--- config.mk ---
export PLATFORM = sky130hd
export DESIGN_NAME = flash_access_ctrl
export DESIGN_NICKNAME = d
export VERILOG_FILES = /design/src/rtl/flash_access_ctrl.sv
export SDC_FILE = /design/constraint.sdc
export NUM_CORES = 1
export LEC_CHECK = 0
export ABC_AREA = 1
export BUFFER_PORTS_ARGS = -buffer_cell sky130_fd_sc_hd__buf_2
export CAP_MARGIN = 0
export CORE_MARGIN = 1.5
export CORE_UTILIZATION = 35
export DETAILED_ROUTE_END_ITERATION = 7
export GPL_TIMING_DRIVEN = 0
export MAX_ROUTING_LAYER = met4
export SYNTH_ARGS = -nofsm -noshare
export SYNTH_HDL_FRONTEND = slang
export SYNTH_SLANG_ARGS = --single-unit
--- constraint.sdc ---
create_clock -name clk -period 2.32 [get_ports clk]
set_input_delay 0.464 -clock clk [delete_from_list [all_inputs] [get_ports clk]]
set_output_delay 0.464 -clock clk [all_outputs]
set_load 0.005 [all_outputs]
--- src/rtl/flash_access_ctrl.sv ---
// Request sequencer between the CPU port and the flash array: validates requests,
// times flash reads and program operations, and serves repeat reads from a last-read buffer.
module flash_access_ctrl #(
  parameter int unsigned ADDR_LIMIT  = 16384,
  parameter int unsigned READ_LAT    = 1,
  parameter int unsigned PROG_CYCLES = 8,
  parameter int unsigned WP_LIMIT    = 1024,
  parameter int unsigned CNT_W       = 8
) (
  input  logic        clk,
  input  logic        rst_n,
  input  logic        cpu_req,
  input  logic        cpu_we,
  input  logic [31:0] cpu_addr,
  input  logic [31:0] cpu_wdata,
  input  logic        wp_en,
  output logic        cpu_ack,
  output logic        cpu_done,
  output logic        cpu_err,
  output logic [31:0] cpu_rdata,
  output logic        busy,
  output logic [31:0] fl_addr,
  output logic [31:0] fl_wdata,
  output logic        fl_we,
  input  logic [31:0] fl_rdata,
  input  logic        fl_ready
);

  typedef enum logic [1:0] {IDLE, RD_WAIT, WR_BUSY, RESP} state_t;

  state_t           state;
  logic [CNT_W-1:0] cnt;
  logic [31:0]      req_addr;
  logic             err_pend;
  logic             hit_pend;
  logic             buf_valid;
  logic [31:0]      buf_addr;
  logic [31:0]      buf_data;
  logic             req_err;
  logic             buf_hit;

  always_comb begin
    req_err = (cpu_addr[1:0] != 2'b00)
           || (cpu_addr >= 32'(ADDR_LIMIT))
           || (cpu_we && wp_en && (cpu_addr < 32'(WP_LIMIT)));
    buf_hit = buf_valid && (buf_addr == cpu_addr);
  end

  always_ff @(posedge clk or negedge rst_n) begin
    if (!rst_n) begin
      state     <= IDLE;
      cnt       <= '0;
      req_addr  <= '0;
      err_pend  <= 1'b0;
      hit_pend  <= 1'b0;
      buf_valid <= 1'b0;
      buf_addr  <= '0;
      buf_data  <= '0;
      cpu_ack   <= 1'b0;
      cpu_done  <= 1'b0;
      cpu_err   <= 1'b0;
      cpu_rdata <= '0;
      busy      <= 1'b0;
      fl_addr   <= '0;
      fl_wdata  <= '0;
      fl_we     <= 1'b0;
    end else begin
      cpu_ack <= 1'b0;
      fl_we   <= 1'b0;
      case (state)
        IDLE: begin
          if (cpu_req) begin
            cpu_ack  <= 1'b1;
            busy     <= 1'b1;
            req_addr <= cpu_addr;
            err_pend <= 1'b0;
            hit_pend <= 1'b0;
            if (req_err) begin
              err_pend <= 1'b1;
              state    <= RESP;
            end else if (!cpu_we && buf_hit) begin
              hit_pend <= 1'b1;
              state    <= RESP;
            end else if (!cpu_we) begin
              fl_addr <= cpu_addr;
              cnt     <= CNT_W'(READ_LAT);
              state   <= RD_WAIT;
            end else begin
              fl_addr  <= cpu_addr;
              fl_wdata <= cpu_wdata;
              fl_we    <= 1'b1;
              cnt      <= CNT_W'(PROG_CYCLES - 1);
              state    <= WR_BUSY;
              if (buf_hit)
                buf_data <= cpu_wdata;
            end
          end
        end
        RD_WAIT: begin
          if (cnt != '0) begin
            cnt <= cnt - CNT_W'(1);
          end else if (fl_ready) begin
            cpu_rdata <= fl_rdata;
            buf_valid <= 1'b1;
            buf_addr  <= req_addr;
            buf_data  <= fl_rdata;
            cpu_done  <= 1'b1;
            cpu_err   <= 1'b0;
            state     <= RESP;
          end
        end
        WR_BUSY: begin
          if (cnt != '0) begin
            cnt <= cnt - CNT_W'(1);
          end else begin
            cpu_done <= 1'b1;
            cpu_err  <= 1'b0;
            state    <= RESP;
          end
        end
        RESP: begin
          // RESP spans the ack-to-done gap of short requests plus the done cycle itself,
          // which keeps the next acceptance at least two cycles after cpu_done.
          if (cpu_done) begin
            cpu_done <= 1'b0;
            cpu_err  <= 1'b0;
            busy     <= 1'b0;
            state    <= IDLE;
          end else begin
            cpu_done <= 1'b1;
            cpu_err  <= err_pend;
            if (hit_pend)
              cpu_rdata <= buf_data;
          end
        end
        default: state <= IDLE;
      endcase
    end
  end

endmodule

**Yosys cells after proc, flatten, opt, wreduce, memory -nomap -nowiden**

Index checks and enable logic that the tools add are counted.

- Input port bits: 102
- Output and inout bits: 101
- Register bits after elaboration: 210

- Multiplexer cells: 49
- Order comparisons: 2
- Add/sub/neg operators: 1
- Equality and inequality tests: 16
- Bitwise gates (word level): 3
- Reductions and logical operators: 26

Operator list:

| operator | number |
|---|---|
| $mux 32 | 9 |
| $pmux 32 s2 | 2 |
| $eq 32x32->1 | 1 |
| $ge 32x15->1 const B | 1 |
| $lt 32x11->1 const B | 1 |
| $mux 8 | 4 |
| $ne 2x2->1 const B | 11 |
| $mux 1 | 20 |
| $reduce_and 5->1 | 4 |
| $mux 2 | 8 |
| $pmux 8 s2 | 1 |
| $reduce_bool 2->1 | 5 |
| $pmux 2 s4 | 1 |
| $reduce_and 4->1 | 2 |
| $reduce_and 8->1 | 1 |
| $reduce_bool 8->1 | 1 |
| $sub 8x1->8 const B | 1 |
| $pmux 1 s3 | 2 |
| $reduce_and 3->1 | 2 |
| $eq 2x2->1 const B | 2 |
| $logic_and 1x1->1 | 4 |
| $mux 3 | 1 |
| $not 1->1 | 3 |
| $reduce_bool 3->1 | 1 |
| 8 further kinds | 9 |

**Depth between registers and ports, before layout**

- Word-level depth: 8
- Gate-level depth with buffers: 14

**Worst setup path before layout**

Ideal clock, no wire load.

- Kind: reg-to-reg
- Start: register cnt[0]
- End: register buf_data[10]
- Stages on the path, launching flop included: 13
- Arrival: 1732 ps
- Library setup time: 116 ps
- Slack: 472 ps
- Path buffers: 1
- Required time: 2204 ps
- Clock period less this slack: 1848 ps
- Cell sequence: dfrtp_1 -> inv_1 -> ha_1 -> inv_1 -> nor3_1 -> nand4_1 -> o21ai_2 -> nand2_1 -> a21oi_2 -> nand2_2 -> buf_4 -> nand2_1 -> nand2_1

- Word-level cells in the longest chain between the ends: 3

RTL lines:

| element | line | source |
|---|---|---|
| from (decl) | 32 | `logic [CNT_W-1:0] cnt;` |
| from (signal assigned) | 86 | `cnt <= CNT_W'(READ_LAT);` |
| from (signal assigned) | 92 | `cnt <= CNT_W'(PROG_CYCLES - 1);` |
| from (signal assigned) | 101 | `cnt <= cnt - CNT_W'(1);` |
| $reduce_bool 8->1 | 100 | `if (cnt != '0) begin` |
| $ne 2x2->1 (no source line) | n/a |  |
| $reduce_and 8->1 (no source line) | n/a |  |
| to (signal assigned) | 95 | `buf_data <= cpu_wdata;` |
| to (signal assigned) | 106 | `buf_data <= fl_rdata;` |
| to (decl) | 38 | `logic [31:0] buf_data;` |

Every way passes these cells.
A chain may end at the register's enable or synchronous reset.

**Worst setup path in the final report**

- Start: register cnt[0]
- End: register buf_data[21]

The elaborated chain is that of the path after synthesis.

==> results.py <==
metrics = {
    "run_status": {
        "status": "complete, no violations",
    },
    "cts": {
        "clock_latency_ps": 520,
        "h-tree-depth": 1,
        "root_buffer": "clkbuf_16",
        "cts.sinks": 210,
        "clkSlewWorstSetupHoldPaths_ps": 60,
        "cts_buffers": 25,
        "cts_tree": "yes",
        "clockBufferDepth": 3,
    },
    "synthesis": {
        "ys.flop_type": "dfrtp_1",
        "synth_seq_cells": 210,
        "async_flop_share_pct": 100.0,
        "syn_area_per_cell_um2": 8.030,
        "yosysWarningCount": 0,
        "yosysSeqAreaShare_pct": 54.62,
        "syn_inst": 1198,
        "syn-num-nets": 1306,
        "synth.distinct_cells": 37,
        "syn_area_um2": 9620,
        "synth-edff-count": 0,
    },
    "detailed_routing": {
        "vias": 8643,
        "wl_per_cell_um": 15.45,
        "drt_iter0_drc": 650,
        "viasPerCell": 4.826,
        "drc_errors": 0,
        "ant_nets": 0,
        "routed_wl_um": 27670,
        "drt_pass1_iterations": 5,
    },
    "timing": {
        "relSlewSlack_pct": 50.09,
        "finalHoldViolCount": 0,
        "slew_violations": 0,
        "rsz0062_at_grt": "true",
        "finalCritPeriodShare_pct": 94.15,
        "worst_pin_slew_ps": 748.6,
        "setup_viol": 0,
        "setup_ws_ps": 135.7,
        "finalClockSkew_ps": 8.678,
        "period_needed_ps": 2184,
        "fmax_ghz": 0.4578,
    },
    "critical_path": {
        "rrSetupSlack_ps": 140,
        "worstSetupEndpointType": "flop",
        "slowest_stage": "dfrtp_1",
        "cp_max_fo": 10,
        "startpoint": "cnt[0]",
        "r2r_start": "cnt[0]",
        "crit_type": "flop to flop",
        "cp-start-kind": "flop",
        "path_common_cell": "nand2_1",
        "critPathArrivalTime_ps": 2590,
        "crit_required_ps": 2720,
        "rr_worst_depth": 12,
        "r2r_end": "buf_data[21]",
        "path_cells": "inv_2 -> ha_1 -> inv_1 -> nor3_1 -> nand4_1 -> o21ai_2 -> nand2_2 -> a21oi_4 -> nand2_4 -> buf_6 -> nand2_1 -> nand2_1",
        "cpPeakStageDelay_ps": 400,
    },
    "floorplanning": {
        "die_w_um": 168.8,
        "core_area_um2": 26950,
        "rows": 60,
        "die-area_um2": 28490,
        "die-height_um": 168.8,
        "start_util_pct": 35.70,
        "pin_count": 203,
    },
    "worst_hold_path": {
        "hp-start": "cpu_wdata[16]",
        "hold_path_class": "input pin to flop",
        "hold_depth": 3,
        "min_to": "fl_wdata[16]",
    },
    "cells_and_area": {
        "layout_commonest_cell": "nand2_1",
        "drive_gt1_share_pct": 19.83,
        "syn_to_final_growth_pct": 24.80,
        "postLayoutCoreUtil_pct": 44.55,
        "num-nets-final": 1539,
        "fin_cells": 1791,
        "final_cell_mix": "nand2_1, buf_2, dfrtp_1, inv_1, nor2_1",
        "finalInstanceArea_um2": 12010,
    },
    "global_routing": {
        "grt_max_degree": 117,
        "grt_pass1_vias": 8407,
        "gr-total-overflow": 0,
        "use_met1_pct": 26.44,
        "grt-busiest-layer": "met2",
        "gr-usage-met2_pct": 30.85,
        "antenna_found_initial": 3,
        "met3_usage_pct": 3.203,
        "grt_pass1_wl_um": 44170,
        "grt_usage_pct": 19.91,
    },
    "placed_design": {
        "dp_cells": 1742,
        "postPlaceCellArea_um2": 11100,
        "hpwl_um": 19850,
        "post-place-ws_ps": -383.3,
        "io_buffers": 202,
        "place.gp.congestion": 0.8720,
    },
    "power": {
        "peakVddDrop_mv": 0.5914,
        "p_total_mw": 14.54,
        "p_leak_nw": 6.302,
        "power_density_nw_per_um2": 1211,
    },
    "run": {
        "drv_cap": 0,
    },
}
-- worst max-delay path: cells and delay by family (launching register included) --
family	cells	cell delay (ps)
adder cells (fa/ha/maj)	1	140
AND/OR/NAND/NOR	6	680
AO/OA/AOI/OAI	2	550
buffers and inverters	3	300
flip-flops	1	400
-- cell families (layout without fill, tap and decap cells) --
family / after synthesis / in the layout / synth area share, %
multiplexers: 1 / 1 / 0.1170
buffers and inverters: 193 / 442 / 8.375
adder cells (fa/ha/maj): 6 / 6 / 0.7803
AND/OR/NAND/NOR: 583 / 583 / 24.31
other: 0 / 3 / 0
flip-flops: 210 / 210 / 54.62
AO/OA/AOI/OAI: 195 / 195 / 10.89
XOR/XNOR: 10 / 10 / 0.9105
-- Yosys cell counts (12+ instances only) --
| master | instances | area [µm²] |
|---|---|---|
| nand2_1 | 374 | 1404 |
| dfrtp_1 | 210 | 5255 |
| inv_1 | 137 | 514.2 |
| nor2_1 | 123 | 461.7 |
| o21ai_0 | 106 | 530.5 |
| nand3_1 | 51 | 255.2 |
| a31oi_1 | 32 | 200.2 |
| o21ai_1 | 29 | 145.1 |
| clkbuf_1 | 26 | 97.59 |
| a21oi_1 | 20 | 100.1 |
| buf_2 | 14 | 70.07 |
| nand4_1 | 12 | 75.07 |
-- how the worst max path moves through the flow --
stage                    to  slack (ps)  cells past startpoint
3_5_place_dp   buf_addr[24]        -380                      7
2_1_floorplan  buf_data[10]         470                     12
5_1_grt        buf_data[27]         -50                     12
4_1_cts        buf_data[17]           2                     12
6_report       buf_data[21]         140                     12
3_3_place_gp          fl_we       -2970                      1
-- state kept, by name, indices dropped and copies added (netlist names), 2 cells and up --
| signal | count |
|---|---|
| fl_wdata | 32 |
| req_addr | 32 |
| buf_addr | 32 |
| cpu_rdata | 32 |
| buf_data | 32 |
| cnt | 8 |
| state | 2 |
| fl_addr | 32 |
-- metrics by stage --
step / TNS (ps) / hold slack [ps]
CTS: 0 / 179.5
global placement: -631810 / 454.3
finish: 0 / 201.1
global route: -884.2 / 186.5
floorplan: 0 / 168.4
detailed placement: -12410 / 458.3
-- cell type report --
cell class / count / area (µm²)
Multi-Input combinational cell: 795 / 3596
Tap cell: 341 / 426.7
Timing Repair Buffer: 207 / 1094
Clock inverter: 7 / 88.84
Sequential cell: 210 / 5255
Fill cell: 2717 / 14940
Inverter: 140 / 525.5
Buffer: 52 / 296.5
Antenna cell: 3 / 7.507
Clock buffer: 36 / 716.9
-- layer usage --
metal	part of all wire (%)	up-vias
li1	-	4275
met5	0	-
met4	3.2	0
met1	46	4032
met3	6.1	63
met2	45	273
-- repair_timing --
item                                   CTS  global route
setup endpoints to repair               70           108
endpoints found under the hold margin    3             0
resized for setup                        3            17
setup buffers                            0             3
hold buffers                             1             0
pin swaps                                0             3
-- report_power, final --
group          switching, mW  internal (mW)
Clock                   1.56           2.35
Sequential             0.612           4.82
Combinational           3.33           1.86
No activity file was read; power rests on OpenSTA's default activity.
